## config.mk

```make
export PLATFORM = sky130hd
export DESIGN_NAME = exec_ctrl_flat
export DESIGN_NICKNAME = d
export VERILOG_FILES = /design/src/rtl/exec_ctrl_if.sv /design/src/rtl/exec_ctrl.sv /design/src/flat_wrapper.sv
export SDC_FILE = /design/constraint.sdc
export NUM_CORES = 1
export LEC_CHECK = 0
export CORE_MARGIN = 2
export CORE_UTILIZATION = 50
export DETAILED_ROUTE_END_ITERATION = 10
export DONT_BUFFER_PORTS = 1
export SLEW_MARGIN = 20
export SYNTH_ARGS = -nofsm -noshare
export SYNTH_HDL_FRONTEND = slang
export SYNTH_SLANG_ARGS = --single-unit
```

## constraint.sdc

```tcl
create_clock -name clk -period 6.21 [get_ports clk]
set_input_delay 1.242 -clock clk [delete_from_list [all_inputs] [get_ports clk]]
set_output_delay 1.242 -clock clk [all_outputs]
set_load 0.02 [all_outputs]
```

## src/rtl/exec_ctrl_if.sv

```systemverilog
// Instruction handshake and register-file port bundle for exec_ctrl.
// The slave side belongs to the controller; the master side issues instructions and hosts the register file.
interface exec_ctrl_if;
    logic        instr_valid;
    logic        instr_ready;
    logic [2:0]  opcode;
    logic [2:0]  dst;
    logic [2:0]  src0;
    logic [2:0]  src1;
    logic [2:0]  rd0_addr;
    logic [2:0]  rd1_addr;
    logic [15:0] rd0_data;
    logic [15:0] rd1_data;
    logic        wr_en;
    logic [2:0]  wr_addr;
    logic [15:0] wr_data;
    logic        done;

    modport slave (
        input  instr_valid, opcode, dst, src0, src1, rd0_data, rd1_data,
        output instr_ready, rd0_addr, rd1_addr, wr_en, wr_addr, wr_data, done
    );

    modport master (
        output instr_valid, opcode, dst, src0, src1, rd0_data, rd1_data,
        input  instr_ready, rd0_addr, rd1_addr, wr_en, wr_addr, wr_data, done
    );
endinterface

```

## src/rtl/exec_ctrl.sv

```systemverilog
// Single-issue execute controller: read operands, run ALU op or 16-step shift-add multiply,
// then write the result back to an external register file.
module exec_ctrl (
    input  logic        clk,
    input  logic        rst,
    exec_ctrl_if.slave  bus
);
    typedef enum logic [2:0] {IDLE, READ, EXEC, MUL, WB} state_t;

    localparam logic [2:0] OP_ADD = 3'b000;
    localparam logic [2:0] OP_SUB = 3'b001;
    localparam logic [2:0] OP_AND = 3'b010;
    localparam logic [2:0] OP_OR  = 3'b011;
    localparam logic [2:0] OP_XOR = 3'b100;
    localparam logic [2:0] OP_SHL = 3'b101;
    localparam logic [2:0] OP_MUL = 3'b110;

    state_t      state_q, state_d;
    logic [2:0]  op_q, op_d;
    logic [2:0]  dst_q, dst_d;
    logic [2:0]  src0_q, src0_d;
    logic [2:0]  src1_q, src1_d;
    logic [15:0] a_q, a_d;
    logic [15:0] b_q, b_d;
    logic [15:0] acc_q, acc_d;
    logic [3:0]  cnt_q, cnt_d;
    logic [2:0]  wr_addr_q, wr_addr_d;
    logic [15:0] wr_data_q, wr_data_d;
    logic [15:0] alu_res;

    always_ff @(posedge clk or negedge rst) begin
        if (!rst) begin
            state_q   <= IDLE;
            op_q      <= '0;
            dst_q     <= '0;
            src0_q    <= '0;
            src1_q    <= '0;
            a_q       <= '0;
            b_q       <= '0;
            acc_q     <= '0;
            cnt_q     <= '0;
            wr_addr_q <= '0;
            wr_data_q <= '0;
        end else begin
            state_q   <= state_d;
            op_q      <= op_d;
            dst_q     <= dst_d;
            src0_q    <= src0_d;
            src1_q    <= src1_d;
            a_q       <= a_d;
            b_q       <= b_d;
            acc_q     <= acc_d;
            cnt_q     <= cnt_d;
            wr_addr_q <= wr_addr_d;
            wr_data_q <= wr_data_d;
        end
    end

    always_comb begin
        alu_res = a_q;
        case (op_q)
            OP_ADD:  alu_res = a_q + b_q;
            OP_SUB:  alu_res = a_q - b_q;
            OP_AND:  alu_res = a_q & b_q;
            OP_OR:   alu_res = a_q | b_q;
            OP_XOR:  alu_res = a_q ^ b_q;
            OP_SHL:  alu_res = a_q << b_q[3:0];
            default: alu_res = a_q;
        endcase
    end

    always_comb begin
        state_d   = state_q;
        op_d      = op_q;
        dst_d     = dst_q;
        src0_d    = src0_q;
        src1_d    = src1_q;
        a_d       = a_q;
        b_d       = b_q;
        acc_d     = acc_q;
        cnt_d     = cnt_q;
        wr_addr_d = wr_addr_q;
        wr_data_d = wr_data_q;
        case (state_q)
            IDLE: begin
                if (bus.instr_valid) begin
                    op_d    = bus.opcode;
                    dst_d   = bus.dst;
                    src0_d  = bus.src0;
                    src1_d  = bus.src1;
                    state_d = READ;
                end
            end
            READ: begin
                a_d     = bus.rd0_data;
                b_d     = bus.rd1_data;
                acc_d   = '0;
                cnt_d   = '0;
                state_d = (op_q == OP_MUL) ? MUL : EXEC;
            end
            EXEC: begin
                wr_data_d = alu_res;
                wr_addr_d = dst_q;
                state_d   = WB;
            end
            MUL: begin
                // A shifts left and B shifts right so B[0] always selects the next partial product
                acc_d = acc_q + (b_q[0] ? a_q : 16'h0000);
                a_d   = a_q << 1;
                b_d   = b_q >> 1;
                cnt_d = cnt_q + 4'd1;
                if (cnt_q == 4'd15) begin
                    wr_data_d = acc_d;
                    wr_addr_d = dst_q;
                    state_d   = WB;
                end
            end
            WB:      state_d = IDLE;
            default: state_d = IDLE;
        endcase
    end

    assign bus.instr_ready = (state_q == IDLE);
    assign bus.rd0_addr    = src0_q;
    assign bus.rd1_addr    = src1_q;
    assign bus.wr_en       = (state_q == WB);
    assign bus.done        = (state_q == WB);
    assign bus.wr_addr     = wr_addr_q;
    assign bus.wr_data     = wr_data_q;
endmodule
```

## src/flat_wrapper.sv

```systemverilog
// flat-port wrapper written by rule: the top's interface ports become plain ports
module exec_ctrl_flat 
  (clk, rst, bus_instr_valid, bus_opcode, bus_dst, bus_src0, bus_src1, bus_rd0_data, bus_rd1_data, bus_instr_ready, bus_rd0_addr, bus_rd1_addr, bus_wr_en, bus_wr_addr, bus_wr_data, bus_done);
  exec_ctrl_if bus_i ();
  input  logic clk;
  input  logic rst;
  input wire logic [$bits(bus_i.instr_valid)-1:0] bus_instr_valid;
  input wire logic [$bits(bus_i.opcode)-1:0] bus_opcode;
  input wire logic [$bits(bus_i.dst)-1:0] bus_dst;
  input wire logic [$bits(bus_i.src0)-1:0] bus_src0;
  input wire logic [$bits(bus_i.src1)-1:0] bus_src1;
  input wire logic [$bits(bus_i.rd0_data)-1:0] bus_rd0_data;
  input wire logic [$bits(bus_i.rd1_data)-1:0] bus_rd1_data;
  output wire logic [$bits(bus_i.instr_ready)-1:0] bus_instr_ready;
  output wire logic [$bits(bus_i.rd0_addr)-1:0] bus_rd0_addr;
  output wire logic [$bits(bus_i.rd1_addr)-1:0] bus_rd1_addr;
  output wire logic [$bits(bus_i.wr_en)-1:0] bus_wr_en;
  output wire logic [$bits(bus_i.wr_addr)-1:0] bus_wr_addr;
  output wire logic [$bits(bus_i.wr_data)-1:0] bus_wr_data;
  output wire logic [$bits(bus_i.done)-1:0] bus_done;
  assign bus_i.instr_valid = bus_instr_valid;
  assign bus_i.opcode = bus_opcode;
  assign bus_i.dst = bus_dst;
  assign bus_i.src0 = bus_src0;
  assign bus_i.src1 = bus_src1;
  assign bus_i.rd0_data = bus_rd0_data;
  assign bus_i.rd1_data = bus_rd1_data;
  assign bus_instr_ready = bus_i.instr_ready;
  assign bus_rd0_addr = bus_i.rd0_addr;
  assign bus_rd1_addr = bus_i.rd1_addr;
  assign bus_wr_en = bus_i.wr_en;
  assign bus_wr_addr = bus_i.wr_addr;
  assign bus_wr_data = bus_i.wr_data;
  assign bus_done = bus_i.done;
  exec_ctrl u_core (.clk(clk), .rst(rst), .bus(bus_i));
endmodule
```

==> results_tabular.tex <==
\begin{tabular}{lr}
\hline
Metric & Value \\
\hline
\multicolumn{2}{l}{\textbf{Placement}} \\
Placer's final routability congestion estimate & 0.966 \\
Post-placement cell area & about 7300 sq um \\
Port buffer count & 0 \\
Setup slack after placement & about 2200 ps \\
Post-detailed-placement half-perimeter wirelength & roughly 16 mm \\
\multicolumn{2}{l}{\textbf{Critical path}} \\
Worst endpoint data arrival time & 4280 ps \\
Critical Path RT & roughly 6400 ps \\
FF-to-FF End & u\_core.bus.wr\_data[13] \\
Depth of the worst register-to-register path & 13 \\
Setup crit end kind & flop \\
Startpoint of the most critical register-to-register path & u\_core.b\_q[0] \\
Kind of critical path & flop to flop \\
Reg2reg setup slack & 2160 ps \\
Largest fanout on the critical path & 25 \\
Critical path launch point type & flop \\
\multicolumn{2}{l}{\textbf{Worst hold path}} \\
Worst Min Path Start & u\_core.dst\_q[2] \\
Type of the tightest min-delay check & flop to flop \\
Hold Crit Endpoint & u\_core.bus.wr\_addr[2] \\
Hold Crit Depth & 2 \\
\multicolumn{2}{l}{\textbf{Detailed routing}} \\
Number of nets with antenna violations after routing & 0 \\
Via count & approximately 6400 \\
Wire length per cell after detailed routing & about 22 um \\
Iter 0 DRT Violations & 644 \\
Drt pass-1 iters & 5 \\
Routed via count divided by cell count & approximately 6.3 \\
DRC violations left & 0 \\
Routed Wire Length & 22.0 mm \\
\multicolumn{2}{l}{\textbf{Finish}} \\
Number of filler instances in the final layout & 1358 \\
Antenna cells & 0 \\
Final design area excluding fillers & 7580 sq um \\
Synth-to-Final Area Change & 5.78\% \\
Proportion of layout cells with a drive suffix above 1 & roughly 7.3\% \\
Number of nets at the end of the flow & around 940 \\
\multicolumn{2}{l}{\textbf{Global routing}} \\
Pin count of the biggest net entering global routing & 87 \\
Wire length of the first global-routing pass & $\sim$34 mm \\
Grt ovf & 0 \\
Overall routing resource usage & approximately 30\% \\
Antenna violations before repair & 1 \\
Vias in the first global route & 6019 \\
\multicolumn{2}{l}{\textbf{Clock tree}} \\
Cells resized by post-CTS repair & 0 \\
Number of buffers inserted to repair setup after CTS & 0 \\
Clock transition time at the flip-flop clock pins of the worst setup and hold paths & around 70 ps \\
Number of buffers between clock root and the deepest sink & 2 \\
Clock sinks & 86 \\
Root buf cell & clkbuf\_16 \\
Number of CTS-inserted buffers & 9 \\
Post-cts hold buffer count & 0 \\
Clock H-tree levels & 3 \\
Clock latency reported for the late side of the worst-skew pair & 360 ps \\
Clock tree from TritonCTS & built \\
\multicolumn{2}{l}{\textbf{Timing}} \\
Post-layout worst setup margin & 2160 ps \\
Worst Max-Slew Pin Slew & about 1000 ps \\
Worst clock skew & 7.96 ps \\
Setup-violating endpoint count in the final report & 0 \\
Fin Setup TNS & 0 ps \\
Worst slew margin relative to its limit & around a third \\
Min Clock Period, post-route & about 4000 ps \\
Hold Violations, Final & 0 \\
RSZ-0062 raised after global routing & no \\
Final period utilization & roughly two thirds \\
Fmax & $\sim$0.25 GHz \\
Fin. max-slew vios & 0 \\
\multicolumn{2}{l}{\textbf{Yosys}} \\
Number of enable flip-flop cells after synthesis & 0 \\
Leading cell types by total area after synthesis & dfrtp\_1, ha\_1, nand2\_1, mux2i\_1, o21ai\_0 \\
Cells after synthesis & $\sim$860 \\
Total of flip-flops plus latches after synthesis & 86 \\
Flip-flop cell with the highest count after synthesis & dfrtp\_1 \\
Count of cell types in the netlist & 66 \\
Post-synthesis net count & between 900 and 1000 \\
Mean instance size in the synthesized netlist & around 8.3 sq um \\
Leading area contributor after synthesis & dfrtp\_1 \\
Sequential share of the synthesized area & about 30\% \\
Number of warning messages in the yosys log & 0 \\
Leading cell type by number of instances after synthesis & nand2\_1 \\
Share of Yosys cell area claimed by the top area cell type & approximately 30\% \\
Post-synthesis instance area & slightly above 7000 sq um \\
Ranking of synthesized cells by instance count & nand2\_1, dfrtp\_1, o21ai\_0 \\
Asr flop ratio synth & 100\% \\
\multicolumn{2}{l}{\textbf{Flow run}} \\
Max capacitance violation total & 0 \\
\multicolumn{2}{l}{\textbf{Floorplanning}} \\
Top-level port count & 75 \\
Die height & roughly 120 um \\
Number of placement rows & 43 \\
Overall die area & about 15000 sq um \\
Std-Cell Core Area & between 10000 and 15000 sq um \\
Die width & 124 um \\
Initial core utilization & about half \\
\multicolumn{2}{l}{\textbf{Run status}} \\
Outcome & complete, no violations \\
\hline
\end{tabular}
placed cells by master (no fill, tap or decap), drive strengths merged, types with 14 or more instances in the layout:
master | netlist | final
inv | 39 | 42
o21ai | 85 | 85
nor2 | 66 | 66
a31oi | 19 | 19
ha | 65 | 65
nor3 | 19 | 19
a21o | 16 | 16
xnor2 | 26 | 26
o211ai | 15 | 15
nand2 | 129 | 129
nand3 | 14 | 14
mux2i | 47 | 47
a21oi | 52 | 52
dfrtp | 86 | 86
critical path, cell delays in order (launching register included):
cell and delay, ps:
dfrtp_1 920, inv_1 150, ha_1 330, mux2_2 290, inv_1 60, ha_1 220
nor2b_1 150, o2111a_1 270, o311ai_1 460, or3b_1 390, a31oi_1 310, a211oi_1 130
a31oi_1 160, a21oi_1 90
how the worst max path moves through the flow:
stage,startpoint,to,slack (ps),cells past startpoint
detailed placement,u_core.b_q[0],u_core.bus.wr_data[15],2230,13
floorplan,u_core.b_q[0],u_core.bus.wr_data[15],2360,17
global route,u_core.b_q[0],u_core.bus.wr_data[15],1910,15
finish,u_core.b_q[0],u_core.bus.wr_data[13],2160,13
CTS,u_core.b_q[0],u_core.bus.wr_data[15],2220,13
global placement,u_core.b_q[0],u_core.bus.wr_data[15],2290,13
cell families (layout without fill, tap and decap cells):
group / Yosys count / count (layout) / synth area share [%]
multiplexers: 66 / 66 / 10.8
XOR/XNOR: 35 / 35 / 4.28
AND/OR/NAND/NOR: 266 / 266 / 16.1
buffers and inverters: 94 / 68 / 5.12
flip-flops: 86 / 86 / 30.0
adder cells (fa/ha/maj): 67 / 67 / 11.9
AO/OA/AOI/OAI: 247 / 247 / 21.8
layer usage:
metal | vias to the layer above | track usage (%) | part of all wire (%) | wire length, um
met3 | 52 | 3.80 | 6.2 | 1360
li1 | 3033 | - | - | -
met2 | 236 | 46.9 | 46 | 10000
met4 | 2 | 12.4 | 3.2 | 698
met1 | 3113 | 40.9 | 45 | 9910
met5 | - | 0 | 0.059 | 13
sequential cells by signal, summed over array words and instances, names as in the netlist:
register and flops:
u_core.a_q 16, u_core.acc_q 16, u_core.b_q 16, u_core.bus.rd0_addr 3, u_core.bus.rd1_addr 3, u_core.bus.wr_addr 3
u_core.bus.wr_data 16, u_core.cnt_q 4, u_core.dst_q 3, u_core.op_q 3, u_core.state_q 3
through the flow:
| stage | cells | hold WS [ps] | utilization, % |
|---|---|---|---|
| 2_1_floorplan | 861 | 435 | - |
| 3_3_place_gp | 999 | 443 | 52.1 |
| 3_5_place_dp | 999 | 455 | 52.1 |
| 4_1_cts | 1015 | 472 | 54.4 |
| 5_1_grt | 1015 | 512 | 54.4 |
| 6_report | 1015 | 469 | 54.4 |
final cells by class:
class | count | area (sq um) | share of cell area [%]
sequential | 86 | 2150 | 28.4
timing repair buffer | 11 | 82.6 | 1.09
inverter | 41 | 154 | 2.03
multi-input combinational | 681 | 4650 | 61.3
tap | 180 | 225 | 2.97
clock buffer | 9 | 225 | 2.97
clock inverter | 7 | 90.1 | 1.19
Power is not shown: default switching activity piles up to over one toggle a cycle in this logic, so the estimate is an artifact.
